$ cat config.mk
export PLATFORM = sky130hd
export DESIGN_NAME = mult_div_ctrl
export DESIGN_NICKNAME = d
export VERILOG_FILES = /design/src/rtl/mult_div_ctrl.sv
export SDC_FILE = /design/constraint.sdc
export NUM_CORES = 1
export LEC_CHECK = 0
export ABC_CLOCK_PERIOD_IN_PS = 4400
export BUFFER_PORTS_ARGS = -buffer_cell sky130_fd_sc_hd__buf_2
export CAP_MARGIN = 20
export CORE_ASPECT_RATIO = 1.2
export CORE_MARGIN = 5
export CORE_UTILIZATION = 30
export DETAILED_ROUTE_END_ITERATION = 12
export GPL_TIMING_DRIVEN = 0
export PLACE_DENSITY_LB_ADDON = 0.08
export SYNTH_ARGS = -nofsm -noshare
export SYNTH_HDL_FRONTEND = slang
export SYNTH_SLANG_ARGS = --single-unit
$ cat constraint.sdc
create_clock -name clock -period 4.4 [get_ports clock]
set_clock_uncertainty 0.2 [all_clocks]
set_input_delay 0.88 -clock clock [delete_from_list [all_inputs] [get_ports clock]]
set_output_delay 0.88 -clock clock [all_outputs]
set_load 0.01 [all_outputs]
$ cat src/rtl/mult_div_ctrl.sv
// mult_div_ctrl: sequences the shared Mult/Div units, operand muxes, temp register and Hi/Lo writes
module mult_div_ctrl #(
   parameter int MEM_LAT = 1,
   parameter int TIMEOUT = 40
) (
   input  logic       clock,
   input  logic       reset,
   input  logic       start,
   input  logic [1:0] op,
   input  logic       mult_done,
   input  logic [1:0] div_status,
   output logic [1:0] Mult,
   output logic [1:0] Div,
   output logic       DivMultEntry,
   output logic       DivMultTempWrite,
   output logic       MDWrite,
   output logic [2:0] MemAdrsSrc,
   output logic       DivorMult,
   output logic       WriteHi,
   output logic       WriteLo,
   output logic       busy,
   output logic       done,
   output logic       div0,
   output logic       err
);
   typedef enum logic [3:0] {IDLE, RD_B, LD_B, TMP, RD_A, LD_A, START, WAIT, WRITE, FIN, EXC} state_t;
   localparam logic [1:0] OP_MULT = 2'b00, OP_DIVM = 2'b10, OP_ILL = 2'b11;
   localparam logic [1:0] C_ILL = 2'd0, C_TO = 2'd1, C_DIV0 = 2'd2;
   localparam logic [7:0] LAT = 8'(MEM_LAT - 1);
   localparam logic [7:0] TO = 8'(TIMEOUT);
   state_t     state_q, state_d;
   logic [7:0] cnt_q, cnt_d;
   logic [1:0] op_q, op_d;
   logic [1:0] cause_q, cause_d;
   logic       is_mult, is_divm, clr;
   always_ff @(posedge clock) begin
      if (reset) begin
         state_q <= IDLE;
         cnt_q   <= '0;
         op_q    <= OP_MULT;
         cause_q <= C_ILL;
      end else begin
         state_q <= state_d;
         cnt_q   <= cnt_d;
         op_q    <= op_d;
         cause_q <= cause_d;
      end
   end
   always_comb begin
      state_d = state_q;
      op_d    = op_q;
      cause_d = cause_q;
      case (state_q)
         IDLE:
            if (start) begin
               op_d    = op;
               cause_d = C_ILL;
               state_d = op == OP_ILL ? EXC : op == OP_DIVM ? RD_B : START;
            end
         RD_B:  state_d = cnt_q == LAT ? LD_B : RD_B;
         LD_B:  state_d = TMP;
         TMP:   state_d = RD_A;
         RD_A:  state_d = cnt_q == LAT ? LD_A : RD_A;
         LD_A:  state_d = START;
         START: state_d = WAIT;
         WAIT:
            // div0 outranks a same-cycle completion; completion outranks timeout
            if (op_q != OP_MULT && div_status[1]) begin
               state_d = EXC;
               cause_d = C_DIV0;
            end else if (op_q == OP_MULT ? mult_done : div_status[0]) begin
               state_d = WRITE;
            end else if (cnt_q == TO) begin
               state_d = EXC;
               cause_d = C_TO;
            end
         WRITE:   state_d = FIN;
         FIN:     state_d = IDLE;
         EXC:     state_d = IDLE;
         default: state_d = IDLE;
      endcase
      cnt_d = (state_d != state_q || state_q == IDLE) ? '0 : cnt_q + 8'd1;
   end
   always_comb begin
      is_mult          = op_q == OP_MULT;
      is_divm          = op_q == OP_DIVM;
      clr              = state_q == EXC && cause_q != C_ILL;
      Mult             = (state_q == START && is_mult) ? 2'b01 : (clr && is_mult) ? 2'b11 : 2'b00;
      Div              = (state_q == START && !is_mult) ? 2'b01 : (clr && !is_mult) ? 2'b11 : 2'b00;
      DivMultEntry     = is_divm && state_q inside {START, WAIT, WRITE};
      DivMultTempWrite = state_q == TMP;
      MDWrite          = state_q inside {LD_B, LD_A};
      MemAdrsSrc       = state_q inside {RD_B, LD_B} ? 3'b011 : state_q inside {RD_A, LD_A} ? 3'b010 : 3'b000;
      DivorMult        = is_mult && state_q inside {WAIT, WRITE};
      WriteHi          = state_q == WRITE;
      WriteLo          = state_q == WRITE;
      busy             = state_q != IDLE;
      done             = state_q == FIN;
      div0             = state_q == EXC && cause_q == C_DIV0;
      err              = state_q == EXC && cause_q != C_DIV0;
   end
endmodule

[Word level (Yosys, flattened, before mapping)]
Index checks and enable logic that the tools add are counted.
W data, S select, Z words.
Word-level totals
  word-level logic and storage cells: 73
  flip-flop bits (word level): 16
  bits of input ports: 8
Cells by class
  mux-type cells: 21
  $add $sub $neg: 1
  equality and inequality tests: 20
  reductions and logical operators: 27
Operators with widths (number)
  $pmux W4 S9: 1
  $mux W2: 11
  $mux W4: 5
  $eq A4 B3 Y1 const B: 4
  $reduce_bool A2 Y1: 7
  $eq A4 B4 Y1 const B: 3
  $logic_and A1 B1 Y1: 10
  $add A8 B1 Y8 const B: 1
  $eq A2 B2 Y1 const B: 4
  $eq A4 B2 Y1 const B: 2
  $eq A8 B6 Y1 const B: 1
  $logic_not A8 Y1: 1
  $ne A3 B3 Y1 const B: 2
  $eq A4 B1 Y1 const B: 1
  $logic_not A4 Y1: 1
  $ne A2 B2 Y1 const B: 2
  $ne A4 B4 Y1: 1
  $pmux W2 S2: 1
  $reduce_and A4 Y1: 1
  $reduce_bool A4 Y1: 1
  $mux W3: 1
  $reduce_bool A3 Y1: 1
  $logic_not A2 Y1: 1
  $mux W1: 2
  4 further kinds: 4

[Longest topological paths before layout]
  depth in word-level cells: 8
  mapped depth: 7

[Least setup slack after synthesis]
OpenSTA, ideal clock, no wires.
  path kind: flip-flop to output port
  from: register state_q[1]
  to: output port DivMultEntry
  cell stages (with the launch flop): 6
  path slack: 1826 ps
  required time: 3320 ps
  arrival time: 1494 ps
  path through: dfxtp_1 -> buf_4 -> or3_1 -> nor2_1 -> a31oi_1 -> nor3b_1
On the way
  longest elaborated chain between the ends: 3
  elaborated cells on any way between the ends: 5
  classes of those cells: 3 x eq/ne; 2 x reduce/logical
Ends and longest elaborated chain
  start, declared: RTL line 31  | state_t state_q, state_d;
  start signal, assigned: RTL line 43  | state_q <= state_d;
  $eq A4 B4 Y1
  via WriteHi: RTL line 19  | output logic WriteHi,
  $reduce_bool A3 Y1: RTL line 90  | DivMultEntry = is_divm && state_q inside {START, WAIT, WRITE};
  $logic_and A1 B1 Y1: RTL line 90
  end, declared: RTL line 14  | output logic DivMultEntry,
The timed path passes the listed nets, and every way through them passes these cells.

[Final worst setup path]
  from: register state_q[3]
  to: output port DivMultEntry
On the way
  longest elaborated chain between the ends: 3
  elaborated cells on any way between the ends: 5
  classes of those cells: 3 x eq/ne; 2 x reduce/logical
Ends and longest elaborated chain (RTL line)
  $eq A4 B3 Y1 / $eq A4 B4 Y1 (equally long branches): 90
  $reduce_bool A3 Y1 *: 90
  $logic_and A1 B1 Y1 *: 90
Mark *: on every way between the ends. The rest lies on a longest branch, timed or not.

==> results.cfg <==
[grt]
antenna_found_initial = 0
grt-ovfl-total = 0
grt_usage = 0.121
grt_max_degree = 11
grt_pass1_wl_mm = 4.97
first_global_vias = 1098

[sta]
period_needed_ns = 3.00
timing.fmax_ghz = 0.333
layout_setup_ws_ns = 1.40
hold_viol_final = 0
finalCritPeriodShare = 0.682
rsz0062_at_grt = false
max-slew-margin-rel = 0.579
hold_slack_ns = 0.293
setup_viol = 0
worstMarginPinSlew_ns = 0.627
drv_slew = 0
finalSetupTns_ns = 0

[yosys]
synthDistinctLibCells = 44
synth_common_cells = nor2_1, dfxtp_1, a21oi_1
synth_ff_type = dfxtp_1
netlist_instances = 150
synth_most_common_cell = nor2_1
syn_nets = 160
ys_seq_elements = 16
syn_area_um2 = 1130
synth_top_cell_by_area = dfxtp_1
synth_area_leaders = dfxtp_1, a211oi_1, a21oi_1
async_flop_share = 0
yosys_warnings = 0
avgSynthCellArea_um2 = 7.57
synth_edf_count = 0
synth_top_area_share = 0.282
synth-seq-area-share = 0.282

[critical_path]
r2r_start = cnt_q[0]$_SDFF_PP0_
r2r_slack_ns = 2.23
crit_fanout = 10
criticalPathCategory = flop to output port
cp-start-kind = flop
cp.required_ns = 3.32
r2r-end = cnt_q[5]$_SDFF_PP0_
worstPathArrival_ns = 1.92
startpoint = state_q[3]$_SDFF_PP0_
endpoint = DivMultEntry
rr_worst_depth = 6
end_kind = output port

[min_path]
worstHoldPathType = flop to flop
hold_start = cnt_q[0]$_SDFF_PP0_

[floorplan]
die_area_um2 = 5120
die_x_um = 66.1
num_rows = 24
io_pins = 25
initial_utilization = 0.312
coreArea_um2 = 3630
die_y_um = 77.4

[routing]
drtIter0Drc = 41
met3WireLength_um = 177
drtAntennaViolNets = 0
highest-signal-layer = met4
via_per_inst = 4.93
vias = 1123
dr.pass1.iters = 4
drc_errors = 0
wl_per_cell_um = 12.8
met1_length_mm = 1.33
dr_wl_met2_mm = 1.35
drt_wl_total_mm = 2.91

[job]
maxCapViolations = 0

[placed_design]
portBuffers = 22
dp_hpwl_mm = 2.30
dpl_cell_area_um2 = 1310
detailedPlace.worstSlack_ns = 1.66
gp_congestion = 0.744

[clocking]
cts_tree = done
cts_setup_buffers = 0
insertion_delay_ns = 0.25
cts_root_buf = clkbuf_8
cts_made_buffers = 3
max-clock-path-buffers = 2
post_cts_resized = 0
clkSlewWorstSetupHoldPaths_ns = 0.06
clkSinkCount = 16
hold_buffers = 0
htree_num_levels = 1

[cells_and_area]
fin_area_um2 = 1370
insertedDiodeCount = 0
seq_area_um2 = 320
drive_above_1_share = 0.222
nFillCells = 408
area_delta_synth_final_pct = 20.3
final_nets = 187
multi_input_area_um2 = 718

[power]
pwr-share-clk = 0.181
internal_power_mw = 0.402
pwr-share-comb = 0.560
ir_worst_vdd_mv = 0.214
p_switching_mw = 0.309
p_sw_frac = 0.434
powerDensity_nw_per_um2 = 521
power.leakage_nw = 0.546
p_seq_frac = 0.259

[run_status]
run_status = finished clean
placed cells by master (no fill, tap or decap), types with 5 or more instances in the layout:
master	instances
buf_2	24
inv_1	9
a211oi_1	10
nor2_1	17
o21ai_0	5
dfxtp_1	16
nand3_1	7
nand2_1	9
a21oi_1	15
nor3b_1	5
final cells by class:
type / count / area share
flip-flops and latches: 16 / 0.235
clock buffers: 4 / 0.0403
multi-input cells: 114 / 0.526
inverters: 9 / 0.0247
plain buffers: 11 / 0.0458
repair buffers: 22 / 0.0807
well taps: 52 / 0.0477
sequential cells by signal (all words and copies together) (netlist names):
register,count
state_q,4
cause_q,2
cnt_q,8
op_q,2
routing by layer:
| layer | vias to the layer above | track usage |
|---|---|---|
| met4 | 0 | 0.0549 |
| met2 | 26 | 0.203 |
| met1 | 502 | 0.148 |
| met5 | - | 0 |
| met3 | 6 | 0.0231 |
| li1 | 589 | - |
critical path, stage by stage, from the launching register on:
cell,delay [ns]
dfxtp_1,0.43
clkbuf_1,0.36
inv_1,0.16
nor2_1,0.26
a31oi_1,0.09
nor3b_1,0.20
buf_2,0.16
power groups by stage:
stage / logic (mW) / registers [mW] / clock network [mW]
2_1_floorplan: 0.296 / 0.184 / 0
3_3_place_gp: 0.399 / 0.187 / 0
3_5_place_dp: 0.402 / 0.188 / 0
4_1_cts: 0.404 / 0.184 / 0.135
5_1_grt: 0.450 / 0.188 / 0.144
6_report: 0.398 / 0.184 / 0.129
how the worst min path moves through the flow:
stage | endpoint | slack (ns) | cells past startpoint
global route | cnt_q[0]$_SDFF_PP0_ | 0.34 | 1
finish | cnt_q[0]$_SDFF_PP0_ | 0.29 | 1
detailed placement | cnt_q[0]$_SDFF_PP0_ | 0.29 | 1
floorplan | cnt_q[0]$_SDFF_PP0_ | 0.26 | 1
global placement | cnt_q[0]$_SDFF_PP0_ | 0.29 | 1
CTS | cnt_q[0]$_SDFF_PP0_ | 0.30 | 1
cells by family after synthesis:
| family | Yosys count | share of synthesized area |
|---|---|---|
| XOR/XNOR | 7 | 0.0540 |
| other | 1 | 0.00330 |
| AND/OR/NAND/NOR | 60 | 0.297 |
| buffers and inverters | 20 | 0.0849 |
| flip-flops | 16 | 0.282 |
| multiplexers | 1 | 0.00992 |
| adder cells (fa/ha/maj) | 2 | 0.0220 |
| AO/OA/AOI/OAI | 43 | 0.247 |
stage by stage:
| stage | power (mW) | util | cells |
|---|---|---|---|
| CTS | 0.724 | 0.376 | 228 |
| detailed placement | 0.590 | 0.361 | 224 |
| global route | 0.782 | 0.376 | 228 |
| floorplan | 0.480 | - | 150 |
| global placement | 0.586 | 0.361 | 224 |
| finish | 0.711 | 0.376 | 228 |
Note: power is estimated with default switching activity, not from simulation.
